===== src/rtl/shift_pkg.sv =====
// Shared encodings for the multicycle shift unit: op codes, amount sources
// and FSM state constants.
package shift_pkg;

  typedef logic [2:0] op_t;
  typedef logic [1:0] amt_sel_t;
  typedef logic [1:0] state_t;

  localparam op_t OP_PASS = 3'b000;
  localparam op_t OP_SLL  = 3'b001;
  localparam op_t OP_SRL  = 3'b010;
  localparam op_t OP_SRA  = 3'b011;
  localparam op_t OP_ROR  = 3'b100;

  localparam amt_sel_t AMT_IMM   = 2'b00;
  localparam amt_sel_t AMT_REG   = 2'b01;
  localparam amt_sel_t AMT_CONST = 2'b10;

  localparam state_t ST_IDLE  = 2'd0;
  localparam state_t ST_SHIFT = 2'd1;
  localparam state_t ST_DONE  = 2'd2;

  // Codes 101-111 fall through to pass, so only these four do any shifting.
  function automatic logic is_shift_op(input op_t op);
    return (op == OP_SLL) || (op == OP_SRL) || (op == OP_SRA) || (op == OP_ROR);
  endfunction

endpackage


===== src/rtl/shift_amt_unit_if.sv =====
// Request/result bundle between the datapath and the shift unit.
// The datapath drives through master, the shift unit sits on slave.
interface shift_amt_unit_if #(
  parameter int DATA_W = 32,
  parameter int AMT_W  = 5
);
  logic              start;
  logic [1:0]        amt_sel;
  logic [AMT_W-1:0]  shamt_imm;
  logic [AMT_W-1:0]  shamt_reg;
  logic [2:0]        op;
  logic [DATA_W-1:0] data_in;
  logic              busy;
  logic              done;
  logic [DATA_W-1:0] data_out;
  logic [AMT_W-1:0]  amt_out;

  modport master (
    output start, amt_sel, shamt_imm, shamt_reg, op, data_in,
    input  busy, done, data_out, amt_out
  );

  modport slave (
    input  start, amt_sel, shamt_imm, shamt_reg, op, data_in,
    output busy, done, data_out, amt_out
  );
endinterface


===== src/rtl/shift_step.sv =====
// Combinational single-step shifter: applies op by k bits (k may be 0).
// Used once per cycle by the iterative shift FSM.
module shift_step
  import shift_pkg::*;
#(
  parameter int DATA_W = 32,
  parameter int AMT_W  = 5
) (
  input  logic [DATA_W-1:0] data_i,
  input  logic [2:0]        op_i,
  input  logic [AMT_W-1:0]  k_i,
  output logic [DATA_W-1:0] data_o
);

  always_comb begin
    case (op_i)
      OP_SLL:  data_o = data_i << k_i;
      OP_SRL:  data_o = data_i >> k_i;
      OP_SRA:  data_o = $signed(data_i) >>> k_i;
      // A left shift by the full width yields zero, so k=0 stays a no-op.
      OP_ROR:  data_o = (data_i >> k_i) | (data_i << (DATA_W - int'(k_i)));
      default: data_o = data_i;
    endcase
  end

endmodule


===== src/rtl/shift_amt_unit.sv =====
// Multicycle shift unit: selects a shift amount at start, then shifts the
// captured operand up to STEP bits per cycle until the amount is exhausted.
module shift_amt_unit
  import shift_pkg::*;
#(
  parameter int DATA_W    = 32,
  parameter int AMT_W     = 5,
  parameter int STEP      = 1,
  parameter int CONST_AMT = 16
) (
  input logic             clk,
  input logic             reset_n,
  shift_amt_unit_if.slave bus
);

  localparam logic [AMT_W-1:0] STEP_W  = AMT_W'(STEP);
  localparam logic [AMT_W-1:0] CONST_W = AMT_W'(CONST_AMT);

  state_t            state_q, state_d;
  logic [DATA_W-1:0] data_q, data_d;
  logic [AMT_W-1:0]  amt_q, amt_d;
  logic [AMT_W-1:0]  rem_q, rem_d;
  op_t               op_q, op_d;

  logic [AMT_W-1:0]  sel_amt;
  logic [AMT_W-1:0]  k;
  logic [DATA_W-1:0] step_res;

  always_comb begin
    case (bus.amt_sel)
      AMT_IMM: sel_amt = bus.shamt_imm;
      AMT_REG: sel_amt = bus.shamt_reg;
      default: sel_amt = CONST_W;
    endcase
  end

  assign k = (rem_q < STEP_W) ? rem_q : STEP_W;

  shift_step #(
    .DATA_W (DATA_W),
    .AMT_W  (AMT_W)
  ) u_step (
    .data_i (data_q),
    .op_i   (op_q),
    .k_i    (k),
    .data_o (step_res)
  );

  // IDLE and DONE share one arm: both accept start, which allows back-to-back ops.
  always_comb begin
    state_d = state_q;
    data_d  = data_q;
    amt_d   = amt_q;
    rem_d   = rem_q;
    op_d    = op_q;
    case (state_q)
      ST_SHIFT: begin
        data_d = step_res;
        rem_d  = rem_q - k;
        if (rem_q <= STEP_W) begin
          state_d = ST_DONE;
        end
      end
      default: begin
        if (bus.start) begin
          data_d  = bus.data_in;
          op_d    = bus.op;
          amt_d   = sel_amt;
          rem_d   = sel_amt;
          state_d = ((sel_amt == '0) || !is_shift_op(bus.op)) ? ST_DONE : ST_SHIFT;
        end else begin
          state_d = ST_IDLE;
        end
      end
    endcase
  end

  always_ff @(posedge clk or negedge reset_n) begin
    if (!reset_n) begin
      state_q <= ST_IDLE;
      data_q  <= '0;
      amt_q   <= '0;
      rem_q   <= '0;
      op_q    <= OP_PASS;
    end else begin
      state_q <= state_d;
      data_q  <= data_d;
      amt_q   <= amt_d;
      rem_q   <= rem_d;
      op_q    <= op_d;
    end
  end

  assign bus.busy     = (state_q == ST_SHIFT);
  assign bus.done     = (state_q == ST_DONE);
  assign bus.data_out = data_q;
  assign bus.amt_out  = amt_q;

endmodule


===== src/flat_wrapper.sv =====
// flat-port wrapper written by rule: the top's interface ports become plain ports
module shift_amt_unit_flat import shift_pkg::*;
#(
  parameter int DATA_W    = 32,
  parameter int AMT_W     = 5,
  parameter int STEP      = 1,
  parameter int CONST_AMT = 16
)
  (clk, reset_n, bus_start, bus_amt_sel, bus_shamt_imm, bus_shamt_reg, bus_op, bus_data_in, bus_busy, bus_done, bus_data_out, bus_amt_out);
  shift_amt_unit_if #(.DATA_W(DATA_W), .AMT_W(AMT_W)) bus_i ();
  input logic clk;
  input logic reset_n;
  input wire logic [$bits(bus_i.start)-1:0] bus_start;
  input wire logic [$bits(bus_i.amt_sel)-1:0] bus_amt_sel;
  input wire logic [$bits(bus_i.shamt_imm)-1:0] bus_shamt_imm;
  input wire logic [$bits(bus_i.shamt_reg)-1:0] bus_shamt_reg;
  input wire logic [$bits(bus_i.op)-1:0] bus_op;
  input wire logic [$bits(bus_i.data_in)-1:0] bus_data_in;
  output wire logic [$bits(bus_i.busy)-1:0] bus_busy;
  output wire logic [$bits(bus_i.done)-1:0] bus_done;
  output wire logic [$bits(bus_i.data_out)-1:0] bus_data_out;
  output wire logic [$bits(bus_i.amt_out)-1:0] bus_amt_out;
  assign bus_i.start = bus_start;
  assign bus_i.amt_sel = bus_amt_sel;
  assign bus_i.shamt_imm = bus_shamt_imm;
  assign bus_i.shamt_reg = bus_shamt_reg;
  assign bus_i.op = bus_op;
  assign bus_i.data_in = bus_data_in;
  assign bus_busy = bus_i.busy;
  assign bus_done = bus_i.done;
  assign bus_data_out = bus_i.data_out;
  assign bus_amt_out = bus_i.amt_out;
  shift_amt_unit #(.DATA_W(DATA_W), .AMT_W(AMT_W), .STEP(STEP), .CONST_AMT(CONST_AMT)) u_core (.clk(clk), .reset_n(reset_n), .bus(bus_i));
endmodule

===== config.mk =====
export PLATFORM = sky130hd
export DESIGN_NAME = shift_amt_unit_flat
export DESIGN_NICKNAME = d
export VERILOG_FILES = /design/src/rtl/shift_pkg.sv /design/src/rtl/shift_amt_unit_if.sv /design/src/rtl/shift_step.sv /design/src/rtl/shift_amt_unit.sv /design/src/flat_wrapper.sv
export SDC_FILE = /design/constraint.sdc
export NUM_CORES = 1
export LEC_CHECK = 0
export ABC_AREA = 1
export CELL_PAD_IN_SITES_DETAIL_PLACEMENT = 1
export CELL_PAD_IN_SITES_GLOBAL_PLACEMENT = 1
export CORE_MARGIN = 2
export CORE_UTILIZATION = 25
export DETAILED_ROUTE_END_ITERATION = 10
export DONT_BUFFER_PORTS = 1
export PLACE_DENSITY_LB_ADDON = 0.1
export SYNTH_ARGS = -nofsm -noshare
export SYNTH_HDL_FRONTEND = slang
export SYNTH_SLANG_ARGS = --single-unit

===== constraint.sdc =====
create_clock -name clk -period 3.15 [get_ports clk]
set_input_delay 0.63 -clock clk [delete_from_list [all_inputs] [get_ports clk]]
set_output_delay 0.63 -clock clk [all_outputs]
set_load 0.03 [all_outputs]

Word level (Yosys, flattened, before mapping)
Cells that the tools add are included.
- word-level logic and storage cells: 49
- register bits: 47
- output and inout port bits: 39
- bits of input ports: 50
- reduce and logical (&&, ||, !) cells: 10
- $lt $le $gt $ge: 2
- equal/unequal tests: 13
- muxes and demuxes: 11
- add/subtract/negate cells: 2
- bitwise gates (word level): 2
- shift operators: 4
- operators with widths (cell ; number):
    case mux 32 bit (4 select lines) ; 1
    two-way mux 32 bit ; 2
    bitwise OR 32 bit ; 1
    << shifter 32 x 32 -> 32 bit ; 1
    << shifter 32 x 5 -> 32 bit ; 1
    >> shifter 32 x 5 -> 32 bit ; 1
    >>> shifter 32 x 5 -> 32 bit ; 1
    two-way mux 5 bit ; 3
    equality test 3 x 2 -> 1 bit, second input constant ; 4
    case mux 5 bit (2 select lines) ; 1
    two-way mux 2 bit ; 4
    subtractor 6 x 5 -> 7 bit, first input constant ; 1
    equality test 3 x 1 -> 1 bit, second input constant ; 2
    equality test 3 bit, second input constant ; 2
    <= comparator 5 x 1 -> 1 bit, second input constant ; 1
    zero test 5 bit ; 1
    less-than comparator 5 x 1 -> 1 bit, second input constant ; 1
    != test 5 x 1 -> 1 bit, second input constant ; 1
    subtractor 5 bit ; 1
    equality test 2 x 1 -> 1 bit, second input constant ; 2
    logical OR 1 bit ; 4
    AND reduction 2 bit ; 2
    equality test 2 bit, second input constant ; 1
    zero test 2 bit ; 1
    4 further kinds ; 4

Longest topological paths before layout
- word-level depth: 9
- mapped depth: 15
- mapped depth without buffers: 13

Modules after synthesis
Synthesis repeated with hierarchy kept, for this count alone.
- cell total of the unflattened synthesis: 1521
- area, all modules: 7731.2 um2
- by module, submodules not included (module ; times used ; sequential area each (um2) ; area each (um2) ; cells each):
    shift_step ; 1 ; 0.0 ; 5550.3 ; 1242
    shift_amt_unit ; 1 ; 1176.1 ; 2180.8 ; 279

Worst setup path after synthesis
Ideal clock, no wire load.
- path type: register -> register
- from: reg u_core.rem_q[1]
- to: reg u_core.data_q[13] (netlist: u_core.bus.data_out[13])
- stages on the path, launching flop included: 14
- arrival: 2122 ps
- data required time: 3021 ps
- setup time: 129 ps
- clock period less this slack: 2251 ps
- path buffers: 3
- slack: 899 ps
- cell sequence: dfrtp_1 nor2_8 nand2_4 nor2_8 buf_8 buf_6 ha_1 inv_1 clkbuf_1 nand2_1 nand3_1 nand3_1 nand2_1 a22oi_2
- word-level cells in the longest chain between the ends: 7
- elaborated cells on any way between the ends: 10
- those cells by class: add/sub (1); order compare (1); shift (4); mux (3); bitwise (1)
- ends and longest elaborated chain (item ; line ; source):
    from (decl) ; shift_amt_unit.sv:22 ; logic [AMT_W-1:0] rem_q, rem_d;
    from (signal assigned) ; shift_amt_unit.sv:89 ; rem_q <= rem_d;
    less-than comparator 5 x 1 -> 1 bit ; shift_amt_unit.sv:37 ; assign k = (rem_q < STEP_W) ? rem_q : STEP_W;
    two-way mux 5 bit * ; shift_amt_unit.sv:37 ;
    subtractor 6 x 5 -> 7 bit ; shift_step.sv:21 ; OP_ROR: data_o = (data_i >> k_i) | (data_i << (DATA_W - int'(k_i)));
    << shifter 32 x 32 -> 32 bit ; shift_step.sv:21 ;
    bitwise OR 32 bit ; shift_step.sv:21 ;
    case mux 32 bit (4 select lines) * ; shift_step.sv:16 ; case (op_i)
    two-way mux 32 bit * ; shift_amt_unit.sv:56 ; case (state_q)
    to (signal assigned) ; shift_amt_unit.sv:87 ; data_q <= data_d;
    to (decl) ; shift_amt_unit.sv:20 ; logic [DATA_W-1:0] data_q, data_d;
Mark *: on every way between the ends. The rest lies on a longest branch, timed or not.
A chain may end at the register's enable or synchronous reset.

Worst setup path after layout
- from: reg u_core.rem_q[1]
- to: reg u_core.data_q[31] (netlist: u_core.bus.data_out[31])
Same word-level chain as after synthesis.

==> flow_summary_export.csv <==
group,metric,value,unit
job,max_cap_violations,0,
synthesis,ys_ff_latch,47,
floorplanning,dieArea,16200,um^2
floorplanning,die_w,127,um
synthesis,synth_compound_area_share,22.8,%
timing,timing.hold.ws,0.0248,ns
power_and_ir_drop,p_per_area,1270,nW/um^2
worst_setup_path,r2r_end,"u_core.bus.data_out[31]",
drt,dr.pass1.iters,4,
clock_network,clk_latency,0.30,ns
clock_network,cts_tree,"done",
power_and_ir_drop,ir_worst_vdd,254,uV
worst_setup_path,worstSetupPathType,"reg2reg",
worst_setup_path,ff2ff_path_depth,13,
floorplanning,start_util,25.3,%
synthesis,synth.distinct_cells,41,
cells_and_area,final_layout_size_suffix_gt1_share,9.26,%
global_route,grt_pass1_wl,22500,um
timing,skew,0.00511,ns
synthesis,synth.yosys.seq_area_share,30.9,%
clock_network,cts_setup_buffers,0,
synthesis,synth_area,3800,um^2
synthesis,synthTopCellsByArea,"dfrtp_1 (31%), nand2_1 (17%), nand3_1 (8.6%), a21oi_1 (7.9%), inv_1 (4.6%)",
cells_and_area,stdcell_area,4130,um^2
drt,via_count,3821,
clock_network,htree_num_levels,2,
worst_setup_path,crit_arrival,2.45,ns
floorplanning,die_h,127,um
synthesis,synthCells,560,
timing,hold_viol_final,0,
worst_setup_path,cp-end-kind,"flop",
clock_network,cts_root_buf,"clkbuf_16",
floorplanning,num_io_pins,89,
clock_network,clkTransAtPathRegs,0.06,ns
synthesis,synthXorXnorAreaFrac,0.461,%
timing,period_needed,2.26,ns
synthesis,synth-simple-area-share,35.2,%
drt,drt_wl_total,14300,um
cells_and_area,final_core_util,27.4,%
synthesis,yosys-top-cells-count,"nand2_1 (168), nand3_1 (65), a21oi_1 (60)",
worst_setup_path,crit_fanout,13,
clock_network,clk_path_buf_depth,2,
global_route,grt_max_degree,48,
timing,setup_tns,0,ns
placed_design,dp_hpwl,10200,um
synthesis,syn_nets,612,
synthesis,synth_top_family_by_area,"simple AND/OR/NAND/NOR gates",
placed_design,gp_congestion,0.777,
cells_and_area,antenna_cells,0,
drt,drt.antenna.violating_nets,0,
global_route,antenna_found_initial,0,
synthesis,synth_fa_ha_area_share,0.658,%
synthesis,netlist.area_leader.share,30.9,%
placed_design,placed_cell_area,3920,um^2
floorplanning,core_area,15000,um^2
synthesis,async_reset_ff_share,100,%
synthesis,synth_mux_area_share,0,%
clock_network,clock-sinks,47,
placed_design,io_buffers,0,
timing,rsz0062_at_grt,"false",
placed_design,placedCellCount,726,
status,status,"completed",
worst_setup_path,start_kind,"flop",
global_route,grt_overflow,0,
worst_setup_path,rr_startpoint,"u_core.rem_q[1]",
synthesis,ys.flop_type,"dfrtp_1",
cells_and_area,area_growth,8.53,%
drt,via_per_inst,5.17,
synthesis,yosysTopAreaCell,"dfrtp_1",
timing,fin_crit_sh,71.6,%
drt,drc,0,
timing,setup_viol,0,
clock_network,cts_buffers,5,
drt,wl_per_cell,19.3,um
timing,drv_slew,0,
synthesis,yosys_warnings,0,
cells_and_area,fin_nets,603,
timing,slew_headroom,41.1,%
worst_setup_path,r2r_slack,0.89,ns
synthesis,synth.most_common_cell,"nand2_1",
global_route,grt_pass1_vias,4005,
power_and_ir_drop,leakage,1.88,nW
min_path,hold_path.class,"in2async",
worst_setup_path,worst_ep_required_time,3.34,ns
drt,drt_iter0_markers,158,
cells_and_area,final_cells,739,
timing,fmax,443,MHz
global_route,track_usage,17.7,%
synthesis,synth-edff-count,0,
timing,worstMarginPinSlew,0.882,ns
synthesis,postSynthAreaPerCell,6.79,um^2
floorplanning,rows,45,
through the flow:
stage | worst slack [ns] | total power [W]
after floorplan | 0.899 | 0.00392
final | 0.894 | 0.00523
after global placement | 0.885 | 0.00467
after CTS | 0.885 | 0.00529
after detailed placement | 0.891 | 0.00470
after global routing | 0.672 | 0.00577
flip-flops by register name, indices dropped and copies added (netlist names):
name                 count
u_core.state_q           2
u_core.bus.data_out     32
u_core.op_q              3
u_core.bus.amt_out       5
u_core.rem_q             5
what timing repair did:
action                    4_1_cts  5_1_grt
gates resized for setup         0        0
hold buffers                    0        6
hold endpoints to repair        0        4
critical path, stage by stage, from the launching register on:
cell and delay, ns:
dfrtp_1 0.46, nor2_8 0.22, nand2_4 0.10, nor2_8 0.10
ha_1 0.25, inv_1 0.30, buf_4 0.26, nand2_1 0.07
nand2_1 0.06, nand2_1 0.05, nand3_1 0.08, nand4_1 0.08
nand2_1 0.07, nand2_1 0.04
how the worst max path moves through the flow:
stage	slack, ns	cells past startpoint	to	from
global route	0.67	13	u_core.bus.data_out[31]	u_core.rem_q[1]
global placement	0.89	10	u_core.bus.data_out[12]	u_core.state_q[1]
finish	0.89	13	u_core.bus.data_out[31]	u_core.rem_q[1]
detailed placement	0.89	10	u_core.bus.data_out[12]	u_core.state_q[1]
CTS	0.88	13	u_core.bus.data_out[31]	u_core.rem_q[1]
floorplan	0.90	13	u_core.bus.data_out[13]	u_core.rem_q[1]
routing by layer:
layer  share of wire [%]  GRT usage, %
met5                   0             0
met4                0.93          3.68
met3                 4.1          4.06
met2                  47          28.8
met1                  48          24.1
placed cells by master, fill, tap and decap left out, drive strengths merged:
| cell type | count |
|---|---|
| nand3 | 66 |
| nand4 | 9 |
| clkbuf | 6 |
| nand2 | 179 |
| a22oi | 19 |
| inv | 48 |
| o2111ai | 8 |
| xnor2 | 1 |
| buf | 10 |
| nor3 | 1 |
| and2 | 1 |
| o211ai | 6 |
| a211oi | 1 |
| ha | 2 |
| dlygate4sd3 | 6 |
| nor3b | 1 |
| nor4 | 1 |
| o22ai | 3 |
| a21oi | 61 |
| clkinv | 2 |
| conb | 1 |
| dfrtp | 47 |
| or2 | 4 |
| xor2 | 1 |
| o21ai | 38 |
| nor2 | 27 |
| a211o | 2 |
layout make-up:
class,instances,area [um^2]
clock buffers,6,139
clock inverters,1,5.00
fillers,1845,10900
inverters,49,184
multi-input cells,432,2250
flip-flops and latches,47,1180
well taps,188,235
repair buffers,16,135
power breakdown:
group | total [W] | internal, W | switching [W]
clock | 0.000548 | 0.000311 | 0.000238
sequential | 0.00168 | 0.000887 | 0.000794
combinational | 0.00300 | 0.000935 | 0.00206
total | 0.00523 | 0.00213 | 0.00309
cell families after synthesis:
family | Yosys count
compound gates | 138
fa+ha+maj | 2
simple gates | 289
buf+inv | 81
flops | 47
other cells | 1
xor+xnor | 2
Note: power is estimated with default switching activity, not from simulation.
